==> config.mk <==
export PLATFORM = sky130hd
export DESIGN_NAME = ahb_input_stage
export DESIGN_NICKNAME = d
export VERILOG_FILES = /design/src/rtl/ahb_input_stage_pkg.sv /design/src/rtl/ahb_input_stage.sv
export SDC_FILE = /design/constraint.sdc
export NUM_CORES = 1
export LEC_CHECK = 0
export CORE_MARGIN = 3
export CORE_UTILIZATION = 25
export DETAILED_ROUTE_END_ITERATION = 10
export PLACE_DENSITY = 0.52
export SETUP_SLACK_MARGIN = 0.05
export SYNTH_ARGS = -nofsm -noshare
export SYNTH_HDL_FRONTEND = slang
export SYNTH_SLANG_ARGS = --single-unit
export TNS_END_PERCENT = 5
==> constraint.sdc <==
create_clock -name HCLK -period 2.1 [get_ports HCLK]
set_clock_uncertainty 0.2 [all_clocks]
set_input_delay 0.42 -clock HCLK [delete_from_list [all_inputs] [get_ports HCLK]]
set_output_delay 0.42 -clock HCLK [all_outputs]
set_load 0.1 [all_outputs]
==> src/rtl/ahb_input_stage_pkg.sv <==
// Shared AHB encodings for the bus-matrix input stage.
// HTRANS, HBURST and HRESP constants.
package ahb_input_stage_pkg;

    localparam logic [1:0] HTRANS_IDLE   = 2'b00;
    localparam logic [1:0] HTRANS_BUSY   = 2'b01;
    localparam logic [1:0] HTRANS_NONSEQ = 2'b10;
    localparam logic [1:0] HTRANS_SEQ    = 2'b11;

    localparam logic [2:0] HBURST_SINGLE = 3'b000;
    localparam logic [2:0] HBURST_INCR   = 3'b001;
    localparam logic [2:0] HBURST_WRAP4  = 3'b010;
    localparam logic [2:0] HBURST_INCR4  = 3'b011;
    localparam logic [2:0] HBURST_WRAP8  = 3'b100;
    localparam logic [2:0] HBURST_INCR8  = 3'b101;
    localparam logic [2:0] HBURST_WRAP16 = 3'b110;
    localparam logic [2:0] HBURST_INCR16 = 3'b111;

    localparam logic HRESP_OKAY  = 1'b0;
    localparam logic HRESP_ERROR = 1'b1;

endpackage

==> src/rtl/ahb_input_stage.sv <==
// Per-master input stage of the L1 AHB matrix: forwards the address
// phase live or from a holding register and returns slave responses.
module ahb_input_stage
    import ahb_input_stage_pkg::*;
#(
    parameter int ADDR_WIDTH = 32
) (
    input  logic                  HCLK,
    input  logic                  HRESETn,
    input  logic                  HSELS,
    input  logic [ADDR_WIDTH-1:0] HADDRS,
    input  logic [1:0]            HTRANSS,
    input  logic                  HWRITES,
    input  logic [2:0]            HSIZES,
    input  logic [2:0]            HBURSTS,
    input  logic [3:0]            HPROTS,
    input  logic                  HMASTLOCKS,
    input  logic                  HREADYS,
    output logic                  HREADYOUTS,
    output logic                  HRESPS,
    output logic                  sel_dec,
    output logic [ADDR_WIDTH-1:0] addr_dec,
    output logic [1:0]            trans_dec,
    output logic                  write_dec,
    output logic [2:0]            size_dec,
    output logic [2:0]            burst_dec,
    output logic [3:0]            prot_dec,
    output logic                  lock_dec,
    input  logic                  active_dec,
    input  logic                  readyout_dec,
    input  logic                  resp_dec
);

    logic                  held;
    logic                  data_phase;
    logic [ADDR_WIDTH-1:0] hold_addr;
    logic [1:0]            hold_trans;
    logic                  hold_write;
    logic [2:0]            hold_size;
    logic [2:0]            hold_burst;
    logic [3:0]            hold_prot;
    logic                  hold_lock;

    logic valid_in;
    logic issue;
    logic capture;
    logic rel;
    logic data_phase_next;

    always_comb begin
        valid_in = HSELS & HREADYS &
                   ((HTRANSS == HTRANS_NONSEQ) | (HTRANSS == HTRANS_SEQ));
        issue    = active_dec & readyout_dec;
        capture  = ~held & valid_in & ~issue;
        rel      = held & issue;
        // A data phase starts only when a real transfer is taken.
        if (issue & (held | valid_in)) begin
            data_phase_next = 1'b1;
        end else if (readyout_dec) begin
            data_phase_next = 1'b0;
        end else begin
            data_phase_next = data_phase;
        end
    end

    always_ff @(posedge HCLK) begin
        if (!HRESETn) begin
            held       <= 1'b0;
            data_phase <= 1'b0;
            hold_addr  <= '0;
            hold_trans <= HTRANS_IDLE;
            hold_write <= 1'b0;
            hold_size  <= '0;
            hold_burst <= HBURST_SINGLE;
            hold_prot  <= '0;
            hold_lock  <= 1'b0;
        end else begin
            data_phase <= data_phase_next;
            if (capture) begin
                held       <= 1'b1;
                hold_addr  <= HADDRS;
                hold_trans <= HTRANSS;
                hold_write <= HWRITES;
                hold_size  <= HSIZES;
                hold_burst <= HBURSTS;
                hold_prot  <= HPROTS;
                hold_lock  <= HMASTLOCKS;
            end else if (rel) begin
                held <= 1'b0;
            end
        end
    end

    always_comb begin
        sel_dec   = HSELS & HREADYS;
        addr_dec  = HADDRS;
        trans_dec = HTRANSS;
        write_dec = HWRITES;
        size_dec  = HSIZES;
        burst_dec = HBURSTS;
        prot_dec  = HPROTS;
        lock_dec  = HMASTLOCKS;
        if (held) begin
            sel_dec   = 1'b1;
            addr_dec  = hold_addr;
            trans_dec = hold_trans;
            write_dec = hold_write;
            size_dec  = hold_size;
            burst_dec = hold_burst;
            prot_dec  = hold_prot;
            lock_dec  = hold_lock;
        end
    end

    // The master is stalled while a transfer sits in the holding register.
    always_comb begin
        HREADYOUTS = 1'b1;
        HRESPS     = HRESP_OKAY;
        if (held) begin
            HREADYOUTS = 1'b0;
        end else if (data_phase) begin
            HREADYOUTS = readyout_dec;
            HRESPS     = resp_dec;
        end
    end

endmodule

==> out/qor.yml <==
outcome:
  status: "finished, final reports clean"
setup_path:
  cp.arrival_ns: 1.44
  slowest_stage: "dfxtp_4"
  cp_common_cell: "buf_12"
  critPathCaptureType: "output port"
  cp_num_buf_inv: 2
  critical_path_class: "flop to output port"
  worst_path_largest_cell_delay_ns: 0.41
  critPathLaunchType: "flop"
  worst_ep_required_time_ns: 1.48
  cp_cell_sequence: "buf_12, mux2_2, buf_12"
  path_max_fanout: 19
  crit_family: "flip-flops"
power_and_ir_drop:
  power.leakage_nw: 1.67
  p_sw_share_pct: 37.2
  p_comb_share_pct: 42.0
  p_per_area_mw_per_mm2: 614
  p_int_mw: 1.65
  pwr-share-seq_pct: 36.2
  peakVddDrop_uv: 269
  p_sw_mw: 0.978
  total_power_mw: 2.63
  clockPowerShare_pct: 21.8
floorplan:
  die_area_mm2: 0.0113
  die_w_um: 106
  row_count: 35
  pin_count: 102
  die_h_um: 106
  fp.coreArea_mm2: 0.00950
  start_util_pct: 26.5
yosys:
  synth_warnings: 0
  synth.net_count: 318
  synth_edf_count: 0
  synth_seq_cells: 48
  synthesis.area_mm2: 0.00251
  synthTopCellsByArea: "dfxtp_1, mux2_2, mux2i_1"
  yosysMostFrequentCell: "nand2_1"
  synth_ff_type: "dfxtp_1"
  synth_area_leader_cell: "dfxtp_1"
  ys_top_cells_by_count: "nand2_1, dfxtp_1, mux2_2, mux2i_1, clkbuf_1"
  yosysTopAreaCellShare_pct: 38.2
  synth.distinct_cells: 19
  seq_area_frac_synth_pct: 38.2
  avgSynthCellArea_um2: 9.49
  synthCells: 265
  async_reset_ff_share_pct: 0
clock_network:
  cts_made_buffers: 5
  cts_max_level: 2
  cts-root-buf: "clkbuf_8"
  cts_hold_buf: 0
  clkTransAtPathRegs_ns: 0.09
  post_cts_buffers: 0
  numClockSinks: 48
  clock_latency_ns: 0.29
  tritoncts: "yes"
  clock_path_buffers: 2
drt:
  totalWireLength_mm: 6.34
  post-route-drc-count: 0
  wl_per_cell_um: 12.9
  antenna_left: 0
  vias: 2090
  vias_per_cell: 4.27
  drt_iter0_drc: 34
  first_pass_iters: 4
global_route:
  grt_usage_pct: 11.1
  grt_pass1_wl_mm: 10.2
  globalRouteOverflowTotal: 0
  antenna_found_initial: 0
  grt_max_degree: 36
  first_global_vias: 2107
sta:
  slew_headroom_pct: 78.6
  finalHoldViolations: 0
  min_period_ns: 2.06
  worstMarginPinSlew_ns: 0.321
  setup_viol: 0
  rsz0062_at_grt: "true"
  slew_violations: 0
  clock.fmax_mhz: 485
  fin_setup_tns_ns: 0
  whs_ns: 0.194
  timing.final.crit_share_pct: 98.1
placed_design:
  numPortBuffers: 101
  place_congestion: 0.686
  hpwlAfterDp_mm: 4.53
min_path:
  min_path_type: "input port to flop"
job:
  maxCapViolCount: 0
finish:
  drive_above_1_share_pct: 31.6
  area_growth_pct: 70.4
  diodes: 0
  nNetsFinal: 413
  nFillCells: 922
==> what timing repair did <==
action	CTS	global route
cloned	1	0
endpoints found under the setup margin	45	46
resized for setup	5	13
pin swaps	0	0
==> metal layers <==
metal  global-route usage, %  part of all wire [%]  wire, um  vias to the layer above
li1                        -                     -         -                     1071
met1                    14.0                    44      2820                      958
met2                    18.2                    48      3030                       57
met3                    3.70                   7.1       452                        4
met4                    2.78                  0.57        36                        0
met5                       0                     0         0                        -
==> power by group through the flow <==
| stage | logic, mW | registers [mW] | clock network [mW] |
|---|---|---|---|
| global route | 1.15 | 0.955 | 0.634 |
| finish | 1.10 | 0.952 | 0.573 |
| detailed placement | 1.09 | 0.972 | 0 |
| CTS | 1.10 | 0.952 | 0.598 |
| floorplan | 0.668 | 0.967 | 0 |
| global placement | 1.09 | 0.971 | 0 |
==> through the flow <==
step / instances / utilization, % / setup WS, ns / instance area (um2)
final: 490 / 45.1 / 0.0393 / 4280
after CTS: 490 / 44.6 / 0.0102 / 4240
after global placement: 481 / 43.2 / 0.0205 / 4100
after floorplan: 265 / - / 0.000770 / 2520
after global routing: 490 / 45.1 / -0.00879 / 4280
after detailed placement: 481 / 43.2 / -0.0378 / 4100
==> flip-flops by register name, summed over array words and instances, names as in the netlist <==
register,count
hold_trans,2
hold_burst,3
hold_lock,1
hold_write,1
hold_prot,4
data_phase,1
hold_size,3
held,1
hold_addr,32
==> worst paths after layout <==
kind / to / slack, ns / cells past startpoint / from
min reg2reg: hold_addr[15] / 0.26 / 2 / hold_addr[15]
max: addr_dec[8] / 0.04 / 3 / held
max reg2reg: hold_addr[22] / 0.34 / 5 / held
min: held / 0.19 / 2 / readyout_dec
==> cell usage in the layout (no fill, tap or decap), drive strengths merged <==
cell           instances
a21oi                  2
and3                   1
and3b                  1
buf                   58
clkbuf                 8
clkdlybuf4s50         50
dfxtp                 48
dlymetal6s2s           1
inv                    1
mux2                  45
mux2i                 45
nand2                 95
nand2b                 2
nor3b                  1
o21a                   1
o21ai                  1
o22ai                  1
==> area by class of cell <==
cell class / instances / area, um2 / share of cell area, %
sequential: 48 / 965 / 22.5
timing repair buffer: 109 / 1620 / 37.7
clock buffer: 8 / 90.1 / 2.10
multi-input combinational: 195 / 1450 / 33.8
inverter: 1 / 3.75 / 0.0876
tap: 129 / 161 / 3.77
==> cells by family after synthesis <==
group	count (synthesis)	synth area share, %
AO/OA/AOI/OAI	5	1.14
buffers and inverters	22	6.47
flip-flops	48	38.2
multiplexers	90	38.1
AND/OR/NAND/NOR	100	16.1
Note: power is estimated with default switching activity, not from simulation.
